**config.mk**
```make
export PLATFORM = sky130hd
export DESIGN_NAME = clock_divider_multi
export DESIGN_NICKNAME = d
export VERILOG_FILES = /design/src/rtl/clock_divider_multi.sv
export SDC_FILE = /design/constraint.sdc
export NUM_CORES = 1
export LEC_CHECK = 0
export CELL_PAD_IN_SITES_DETAIL_PLACEMENT = 1
export CELL_PAD_IN_SITES_GLOBAL_PLACEMENT = 2
export CORE_MARGIN = 3
export CORE_UTILIZATION = 30
export CTS_CLUSTER_SIZE = 8
export DETAILED_ROUTE_END_ITERATION = 8
export PLACE_DENSITY_LB_ADDON = 0.3
export SLEW_MARGIN = 20
export SYNTH_ARGS = -nofsm -noshare
export SYNTH_HDL_FRONTEND = slang
export SYNTH_SLANG_ARGS = --single-unit
```
**constraint.sdc**
```tcl
create_clock -name clock_in -period 4.2 [get_ports clock_in]
set_input_delay 0.42 -clock clock_in [delete_from_list [all_inputs] [get_ports clock_in]]
set_output_delay 0.42 -clock clock_in [all_outputs]
set_load 0.005 [all_outputs]
```
**src/rtl/clock_divider_multi.sv**
```systemverilog
// Multi-channel programmable clock divider with shadowed period/high-time registers,
// per-channel tick, and a global sync that phase-aligns all channels.
module clock_divider_multi #(
  parameter int unsigned CHANNELS        = 4,
  parameter int unsigned WIDTH           = 28,
  parameter int unsigned DEFAULT_DIVISOR = 5,
  localparam int unsigned SelW           = (CHANNELS > 1) ? $clog2(CHANNELS) : 1
) (
  input  logic                clock_in,
  input  logic                reset_n,
  input  logic [CHANNELS-1:0] enable,
  input  logic                sync,
  input  logic                load,
  input  logic [SelW-1:0]     load_sel,
  input  logic [WIDTH-1:0]    load_divisor,
  input  logic [WIDTH-1:0]    load_high,
  output logic [CHANNELS-1:0] clock_out,
  output logic [CHANNELS-1:0] tick,
  output logic [CHANNELS-1:0] pending
);

  localparam logic [WIDTH-1:0] DefDiv  = WIDTH'(DEFAULT_DIVISOR);
  localparam logic [WIDTH-1:0] DefHigh = WIDTH'(DEFAULT_DIVISOR / 2);

  logic [31:0] sel_ext;
  logic        sel_valid;

  assign sel_ext   = 32'(load_sel);
  assign sel_valid = (sel_ext < CHANNELS);

  for (genvar g = 0; g < CHANNELS; g++) begin : g_chan
    logic [WIDTH-1:0] counter_q, counter_d;
    logic [WIDTH-1:0] active_div_q, active_div_d;
    logic [WIDTH-1:0] active_high_q, active_high_d;
    logic [WIDTH-1:0] shadow_div_q, shadow_div_d;
    logic [WIDTH-1:0] shadow_high_q, shadow_high_d;
    logic             pending_q, pending_d;
    logic             clock_out_q, clock_out_d;
    logic             tick_q, tick_d;
    logic             run;
    logic             wrap;
    logic             load_hit;
    logic             boundary;

    always_comb begin
      // A stopped (div 0) or disabled channel sits at a permanent period boundary.
      run      = enable[g] && (active_div_q != '0);
      wrap     = run && (counter_q >= active_div_q - WIDTH'(1));
      load_hit = load && sel_valid && (sel_ext == 32'(g));
      boundary = !run || wrap || sync;

      counter_d     = boundary ? '0 : counter_q + WIDTH'(1);
      clock_out_d   = run && (counter_q < active_high_q);
      tick_d        = run && (counter_q == '0);
      active_div_d  = active_div_q;
      active_high_d = active_high_q;
      shadow_div_d  = shadow_div_q;
      shadow_high_d = shadow_high_q;
      pending_d     = pending_q;

      if (pending_q && boundary) begin
        active_div_d  = shadow_div_q;
        active_high_d = shadow_high_q;
        pending_d     = 1'b0;
      end
      // A load racing an apply lands in the shadow and waits for the next boundary.
      if (load_hit) begin
        shadow_div_d  = load_divisor;
        shadow_high_d = load_high;
        pending_d     = 1'b1;
      end
    end

    always_ff @(posedge clock_in or negedge reset_n) begin
      if (!reset_n) begin
        counter_q     <= '0;
        active_div_q  <= DefDiv;
        active_high_q <= DefHigh;
        shadow_div_q  <= DefDiv;
        shadow_high_q <= DefHigh;
        pending_q     <= 1'b0;
        clock_out_q   <= 1'b0;
        tick_q        <= 1'b0;
      end else begin
        counter_q     <= counter_d;
        active_div_q  <= active_div_d;
        active_high_q <= active_high_d;
        shadow_div_q  <= shadow_div_d;
        shadow_high_q <= shadow_high_d;
        pending_q     <= pending_d;
        clock_out_q   <= clock_out_d;
        tick_q        <= tick_d;
      end
    end

    assign clock_out[g] = clock_out_q;
    assign tick[g]      = tick_q;
    assign pending[g]   = pending_q;
  end

endmodule

```
==> summary.txt, run 1 <==
Floorplan
  – Io pins: 78
  – Die area: 107000 sq um
  – Core ar.: 102000 sq um
  – Row count: 117
  – Starting Density: 30.3%
  – Die extent in x: 327 um
  – Die H: 327 um

Yosys
  – Sequential share of the synthesized area: 46.5%
  – Asr flop ratio synth: 100%
  – Unique masters post-synth: 66
  – Seq cells post-synth: 572
  – Mapped Nets: 3036
  – Post-Syn Area: 30900 sq um
  – Post-synth EDFFs: 0
  – Cells after Synth: 2738
  – Mean Syn Cell Area: 11.3 sq um
  – Most used DFF post-synth: dfrtp_1
  – Synth warn: 0

Routing
  – DR vias: 22919
  – Drt via density: 5.15
  – Final ANT Viol Nets: 0
  – DRT Pass-1 Iters: 5
  – DRC viols: 0
  – Drt initial violations: 1243
  – Routed WL per cell: 24.0 um
  – Final wirelength: 107000 um

Setup path
  – Worst EP arrival: 5.41 ns
  – Most frequent CP cell: or4_4
  – Worst setup EP type: flip-flop
  – CP Launch Type: flip-flop
  – Crit-path max cell delay: 0.54 ns
  – CP delay by family, top: simple AND/OR/NAND/NOR gates
  – Crit-path max FO: 6
  – Req. time, crit path: 4.71 ns
  – CP max-delay cell: or4_4
  – CP bufs+invs: 3
  – Worst path cell trace: or4_4, or4_4, or3_4, or4_4, nor3_2, xnor2_1, ha_1, nand4_1, buf_4, nor3_4, a2111oi_4, nand3_2, o31ai_4, buf_8, clkbuf_16, mux2_2
  – Setup Crit Path Kind: reg2reg

Power and ir drop
  – PnR Total Power: 0.0191 W
  – Seq pwr share: 40.7%
  – Clock group share of total power: 33.7%
  – Sw Ratio: 30.7%
  – P_sw: 0.00586 W
  – P_int: 0.0132 W
  – Combinational power share: 25.6%
  – Worst vdd ir: 0.274 mV
  – PwrDens: 485 nW/um^2
  – Leakage: 17.4 nW

STA
  – Worst clock skew: 0.0304 ns
  – Final setup fails: 204
  – Max-slew headroom: 30.0%
  – Worst hold margin: 0.384 ns
  – RSZ-0062 raised after global routing: yes
  – Period Utilization, post-route: 117%
  – Final Slew Violations: 0
  – PnR worst setup slack: -0.705 ns
  – Max Fclk: 204 MHz
  – Final setup TNS: -74.74 ns
  – Final min period: 4.90 ns
  – Slew @ Worst Pin: 1.04 ns
  – Final Hold Violating Endpoints: 0

Clock tree
  – Clock transition at path regs: 0.06 ns
  – CTS Buf Count: 83
  – Worst-skew pair later-pin latency: 0.66 ns
  – Bufs on Longest Clock Path: 3
  – Root buf cell: clkbuf_16
  – Clock sink count: 572
  – H-Tree Depth: 3
  – CTS tree: yes

Cells and area
  – NumNets Final: 3306
  – Share of cells above drive strength 1: 28.8%
  – Multi-input logic area: 16600 sq um
  – Fill count: 10971
  – Sequential standard cell area: 14300 sq um
  – P&R area growth vs syn: 27.2%

GRT
  – Number of global-route vias before repair: 24699
  – Largest net degree at the start of global routing: 85
  – First-pass GRT wire length: 159000 um
  – Total grt overflow: 0
  – Initial antenna violation count: 31
  – Gr usage total: 19.6%

Place
  – IO buf count: 77
  – Routability Congestion: 0.849
  – DP HPWL: 70500 um

Hold path
  – Hold Path Class: in2async

Outcome
  – Failing checks: setup timing
  – Status: finished with violations

Flow run
  – Max-Cap Viols: 0
## power groups by stage
stage               registers, W  logic (W)  clock network, W
floorplan                0.00752    0.00288                 0
global placement         0.00772    0.00422                 0
detailed placement       0.00780    0.00446                 0
CTS                      0.00774    0.00473           0.00663
global route             0.00793    0.00542           0.00691
finish                   0.00776    0.00487           0.00643
## cells in the mapped netlist, types with 39 or more instances
| cell | number | area [sq um] |
|---|---|---|
| nand2_1 | 101 | 379 |
| a21o_1 | 46 | 345 |
| clkbuf_1 | 74 | 278 |
| mux2_1 | 101 | 1140 |
| nor3_1 | 51 | 255 |
| ha_1 | 232 | 2900 |
| nand4_1 | 96 | 601 |
| mux2_2 | 250 | 2820 |
| xnor2_1 | 118 | 1030 |
| nand2b_1 | 46 | 288 |
| nor2_1 | 214 | 803 |
| nor4_1 | 54 | 338 |
| nand3_1 | 56 | 280 |
| o21ai_0 | 55 | 275 |
| xor2_1 | 88 | 771 |
| mux2_4 | 39 | 586 |
| inv_1 | 145 | 544 |
| a21oi_1 | 101 | 505 |
| dfrtp_1 | 548 | 13700 |
## final timing paths
| path | startpoint | end | slack (ns) | cells past startpoint |
|---|---|---|---|---|
| worst min register to register | g_chan[3].shadow_div_q[12]$_DFFE_PN0P_ | g_chan[3].active_div_q[12]$_DFFE_PN0P_ | 0.48 | 1 |
| worst min-delay path | reset_n | g_chan[2].shadow_high_q[11]$_DFFE_PN0P_ | 0.38 | 2 |
| worst max-delay path | g_chan[3].active_div_q[6]$_DFFE_PN0P_ | g_chan[3].active_high_q[13]$_DFFE_PN0P_ | -0.70 | 16 |
| min in group clock_in | g_chan[3].shadow_div_q[12]$_DFFE_PN0P_ | g_chan[3].active_div_q[12]$_DFFE_PN0P_ | 0.48 | 1 |
| worst max register to register | g_chan[3].active_div_q[6]$_DFFE_PN0P_ | g_chan[3].active_high_q[13]$_DFFE_PN0P_ | -0.70 | 16 |
| max in group asynchronous | reset_n | g_chan[1].active_high_q[19]$_DFFE_PN0P_ | 2.71 | 3 |
## kinds of logic (layout without fill, tap and decap cells)
logic type / after synthesis / after routing / share of synthesized area (%)
and+or+nand+nor: 753 / 753 / 12.9
DFF: 572 / 572 / 46.5
muxes: 390 / 390 / 14.7
AOI/OAI and AO/OA: 319 / 319 / 6.93
buffers and inverters: 266 / 599 / 3.77
adders and majority gates: 232 / 232 / 9.40
xor gates and xnor gates: 206 / 206 / 5.84
other: 0 / 8 / 0
## worst reg2reg max path: stages, from the launching register on
cell,delay (ns)
dfrtp_1,0.38
or4_4,0.54
or4_4,0.44
or3_4,0.40
or4_4,0.51
nor3_2,0.17
xnor2_1,0.17
ha_1,0.30
nand4_1,0.14
buf_4,0.14
nor3_4,0.04
a2111oi_4,0.37
nand3_2,0.19
o31ai_4,0.25
buf_8,0.22
clkbuf_16,0.19
mux2_2,0.33
## final cells by class
type	instances	share of cell area, %
repair buffers	306	9.05
flip-flops and latches	572	36.5
well taps	1368	4.36
inverters	145	1.39
diodes	8	0.0510
clock inverters	9	0.376
clock buffers	139	5.90
multi-input cells	1900	42.4
## stage by stage
| step | cell area [sq um] | setup slack, ns | util [%] | cells |
|---|---|---|---|---|
| finish | 39300 | -0.705 | 38.6 | 4447 |
| CTS | 38300 | -0.617 | 37.5 | 4420 |
| global route | 39300 | -0.869 | 38.5 | 4439 |
| global placement | 34500 | -0.618 | 33.9 | 4214 |
| detailed placement | 34500 | -0.758 | 33.9 | 4214 |
| floorplan | 31200 | -0.288 | - | 2738 |
## layout by cell type, fill, tap and decap left out, types with 95 or more instances in the layout
cell / netlist / final
xnor2_1: 118 / 117
mux2_4: 39 / 122
buf_4: 18 / 145
clkbuf_16: 0 / 95
inv_1: 145 / 145
nand4_1: 96 / 96
ha_1: 232 / 232
nor2_1: 214 / 146
mux2_2: 250 / 249
dfrtp_1: 548 / 547
a21oi_1: 101 / 95
nand2_1: 101 / 99
## timing repair
action	in CTS	in global routing
pin swaps	55	99
setup buffers	39	18
endpoints found under the hold margin	66	0
setup endpoints to repair	323	340
cloned	19	15
resized for setup	86	207
hold buffers	1	0
## sequential cells by signal (all words and copies together) (netlist names)
name                  cells
g_chan.active_div_q     112
g_chan.active_high_q    112
g_chan.counter_q        112
g_chan.shadow_div_q     112
g_chan.shadow_high_q    112
g_chan.clock_out_q        4
g_chan.pending_q          4
g_chan.tick_q             4
## per-layer routing
metal | share of wire (%) | vias up | GRT usage [%]
li1 | - | 10400 | -
met1 | 45 | 11880 | 26.4
met2 | 46 | 450 | 31.2
met3 | 5.1 | 177 | 3.37
met4 | 3.9 | 12 | 8.18
met5 | 0.066 | - | 0
No activity file was read; power rests on OpenSTA's default activity.
==> run 2: changes to the inputs <==
Settings changed: REMOVE_ABC_BUFFERS from default to 1, SETUP_SLACK_MARGIN from default to 0.15.
==> summary.txt, run 2 (synthesis results as in run 1) <==
STA
  – Final Hold Violating Endpoints: 0
  – Final Slew Violations: 0
  – Worst hold margin: 0.407 ns
  – RSZ-0062 raised after global routing: yes
  – Max Fclk: 210 MHz
  – Period Utilization, post-route: 114%
  – Final setup TNS: -78.12 ns
  – Slew @ Worst Pin: 1.02 ns
  – PnR worst setup slack: -0.569 ns
  – Final min period: 4.77 ns
  – Max-slew headroom: 31.5%
  – Worst clock skew: 0.0258 ns
  – Final setup fails: 272

Flow run
  – Max-Cap Viols: 0

Setup path
  – Most frequent CP cell: or4_4
  – Setup Crit Path Kind: reg2reg
  – CP Launch Type: flip-flop
  – CP Capture Point: g_chan[3].active_high_q[4]$_DFFE_PN0P_
  – Reg2reg end: g_chan[3].active_high_q[4]$_DFFE_PN0P_
  – CP bufs+invs: 2
  – Worst Setup SP: g_chan[3].active_div_q[6]$_DFFE_PN0P_
  – Req. time, crit path: 4.72 ns
  – Critical path depth in cells: 15
  – Worst setup EP type: flip-flop
  – R2R depth: 15
  – Reg2reg setup slack: -0.57 ns
  – Worst EP arrival: 5.29 ns
  – CP max-delay cell: or4_4
  – RR Startpoint: g_chan[3].active_div_q[6]$_DFFE_PN0P_
  – Crit-path max cell delay: 0.54 ns
  – CP delay by family, top: simple AND/OR/NAND/NOR gates
  – Crit-path max FO: 19
  – Worst path cell trace: or4_4, or4_4, or3_4, or4_4, nor3_4, xnor2_1, ha_1, nand4_1, nor3_2, a2111oi_2, nand3_1, o31ai_4, buf_6, buf_12, mux2_2

Floorplan
  – Io pins: 78
  – Die area: 107000 sq um
  – Die extent in x: 327 um
  – Starting Density: 30.3%
  – Row count: 117
  – Die H: 327 um
  – Core ar.: 102000 sq um

Power and ir drop
  – Sw Ratio: 30.9%
  – PwrDens: 481 nW/um^2
  – P_sw: 0.00589 W
  – Combinational power share: 26.1%
  – Leakage: 17.6 nW
  – Worst vdd ir: 0.368 mV
  – PnR Total Power: 0.0191 W
  – Seq pwr share: 40.6%
  – P_int: 0.0132 W
  – Clock group share of total power: 33.4%

Routing
  – Drt via density: 5.18
  – Final wirelength: 107000 um
  – DRC viols: 0
  – DRT Pass-1 Iters: 5
  – DR vias: 23108
  – Routed WL per cell: 24.0 um
  – Final ANT Viol Nets: 0
  – Drt initial violations: 1310

Place
  – Routability Congestion: 0.828
  – DP HPWL: 69300 um
  – IO buf count: 77

Outcome
  – Failing checks: setup timing
  – Status: finished with violations

Cells and area
  – Multi-input logic area: 16800 sq um
  – NumNets Final: 3329
  – Sequential standard cell area: 14300 sq um
  – Commonest non-fill, non-tap cell in the layout: dfrtp_1
  – Finished Core Util: 39.0%
  – Most frequent cells in the layout: 547 x dfrtp_1, 248 x mux2_2, 232 x ha_1
  – Share of cells above drive strength 1: 29.6%
  – P&R area growth vs syn: 28.6%
  – Fill count: 10931

Clock tree
  – H-Tree Depth: 3
  – Clock sink count: 572
  – Bufs on Longest Clock Path: 3
  – Clock transition at path regs: 0.05 ns
  – CTS tree: yes
  – Root buf cell: clkbuf_16
  – Worst-skew pair later-pin latency: 0.65 ns
  – CTS Buf Count: 82

GRT
  – Largest net degree at the start of global routing: 110
  – First-pass GRT wire length: 157000 um
  – Total grt overflow: 0
  – Initial antenna violation count: 34
  – Number of global-route vias before repair: 24994
  – Gr usage total: 19.3%

Hold path
  – Hold Path Class: in2async
-- run 2: cell types whose count changed in the layout (fill, tap and decap cells not counted), sizes merged --
cell	before	now
clkinvlp	0	1
buf	217	236
inv	150	148
a31o	2	3
clkbuf	151	148
clkinv	3	2
bufbuf	0	2
bufinv	1	0
-- run 2: per-stage QoR --
step                instances  area, sq um  setup WS, ns
floorplan                2617        30300         -6.13
global placement         4228        34200        -0.640
detailed placement       4228        34200        -0.677
CTS                      4414        38100        -0.538
global route             4455        39700        -0.709
finish                   4463        39700        -0.569
-- run 2: worst min-delay path by stage --
stage / from / to / slack, ns / depth (start not counted)
detailed placement: g_chan[1].shadow_high_q[2]$_DFFE_PN0P_ / g_chan[1].active_high_q[2]$_DFFE_PN0P_ / 0.47 / 1
CTS: reset_n / g_chan[1].shadow_div_q[5]$_DFFE_PN0P_ / 0.44 / 2
global placement: g_chan[1].shadow_div_q[19]$_DFFE_PN0P_ / g_chan[1].active_div_q[19]$_DFFE_PN0P_ / 0.46 / 1
global route: reset_n / g_chan[1].shadow_div_q[5]$_DFFE_PN0P_ / 0.49 / 2
finish: reset_n / g_chan[1].shadow_div_q[5]$_DFFE_PN0P_ / 0.41 / 2
floorplan: reset_n / g_chan[0].active_div_q[10]$_DFFE_PN0P_ / 0.12 / 0
-- run 2: metal layers --
layer  up-vias  track usage (%)  part of all wire [%]
met4         0             5.89                   2.9
li1      10426                -                     -
met2       526             31.7                    47
met3       171             3.02                   4.8
met1     11985             26.1                    45
met5         -                0                     0
-- run 2: power groups by stage --
stage / registers, W / clock network [W] / logic [W]
after floorplan: 0.00751 / 0 / 0.00268
after global placement: 0.00767 / 0 / 0.00412
after detailed placement: 0.00774 / 0 / 0.00436
after CTS: 0.00770 / 0.00655 / 0.00473
after global routing: 0.00791 / 0.00681 / 0.00550
final: 0.00774 / 0.00636 / 0.00497
-- run 2: final cells by class --
| cell class | count | area share [%] |
|---|---|---|
| multi-input combinational | 1901 | 42.3 |
| sequential | 572 | 36.1 |
| timing repair buffer | 329 | 9.67 |
| clock buffer | 134 | 5.82 |
| tap | 1368 | 4.31 |
| inverter | 145 | 1.37 |
| clock inverter | 6 | 0.293 |
| antenna | 8 | 0.0504 |
-- run 2: timing repair --
action,4_1_cts,5_1_grt
cloned,20,18
buffers inserted,25,23
hold buffers,1,0
setup endpoints to repair,340,340
pin swaps,48,161
hold endpoints to repair,92,0
resized for setup,171,265
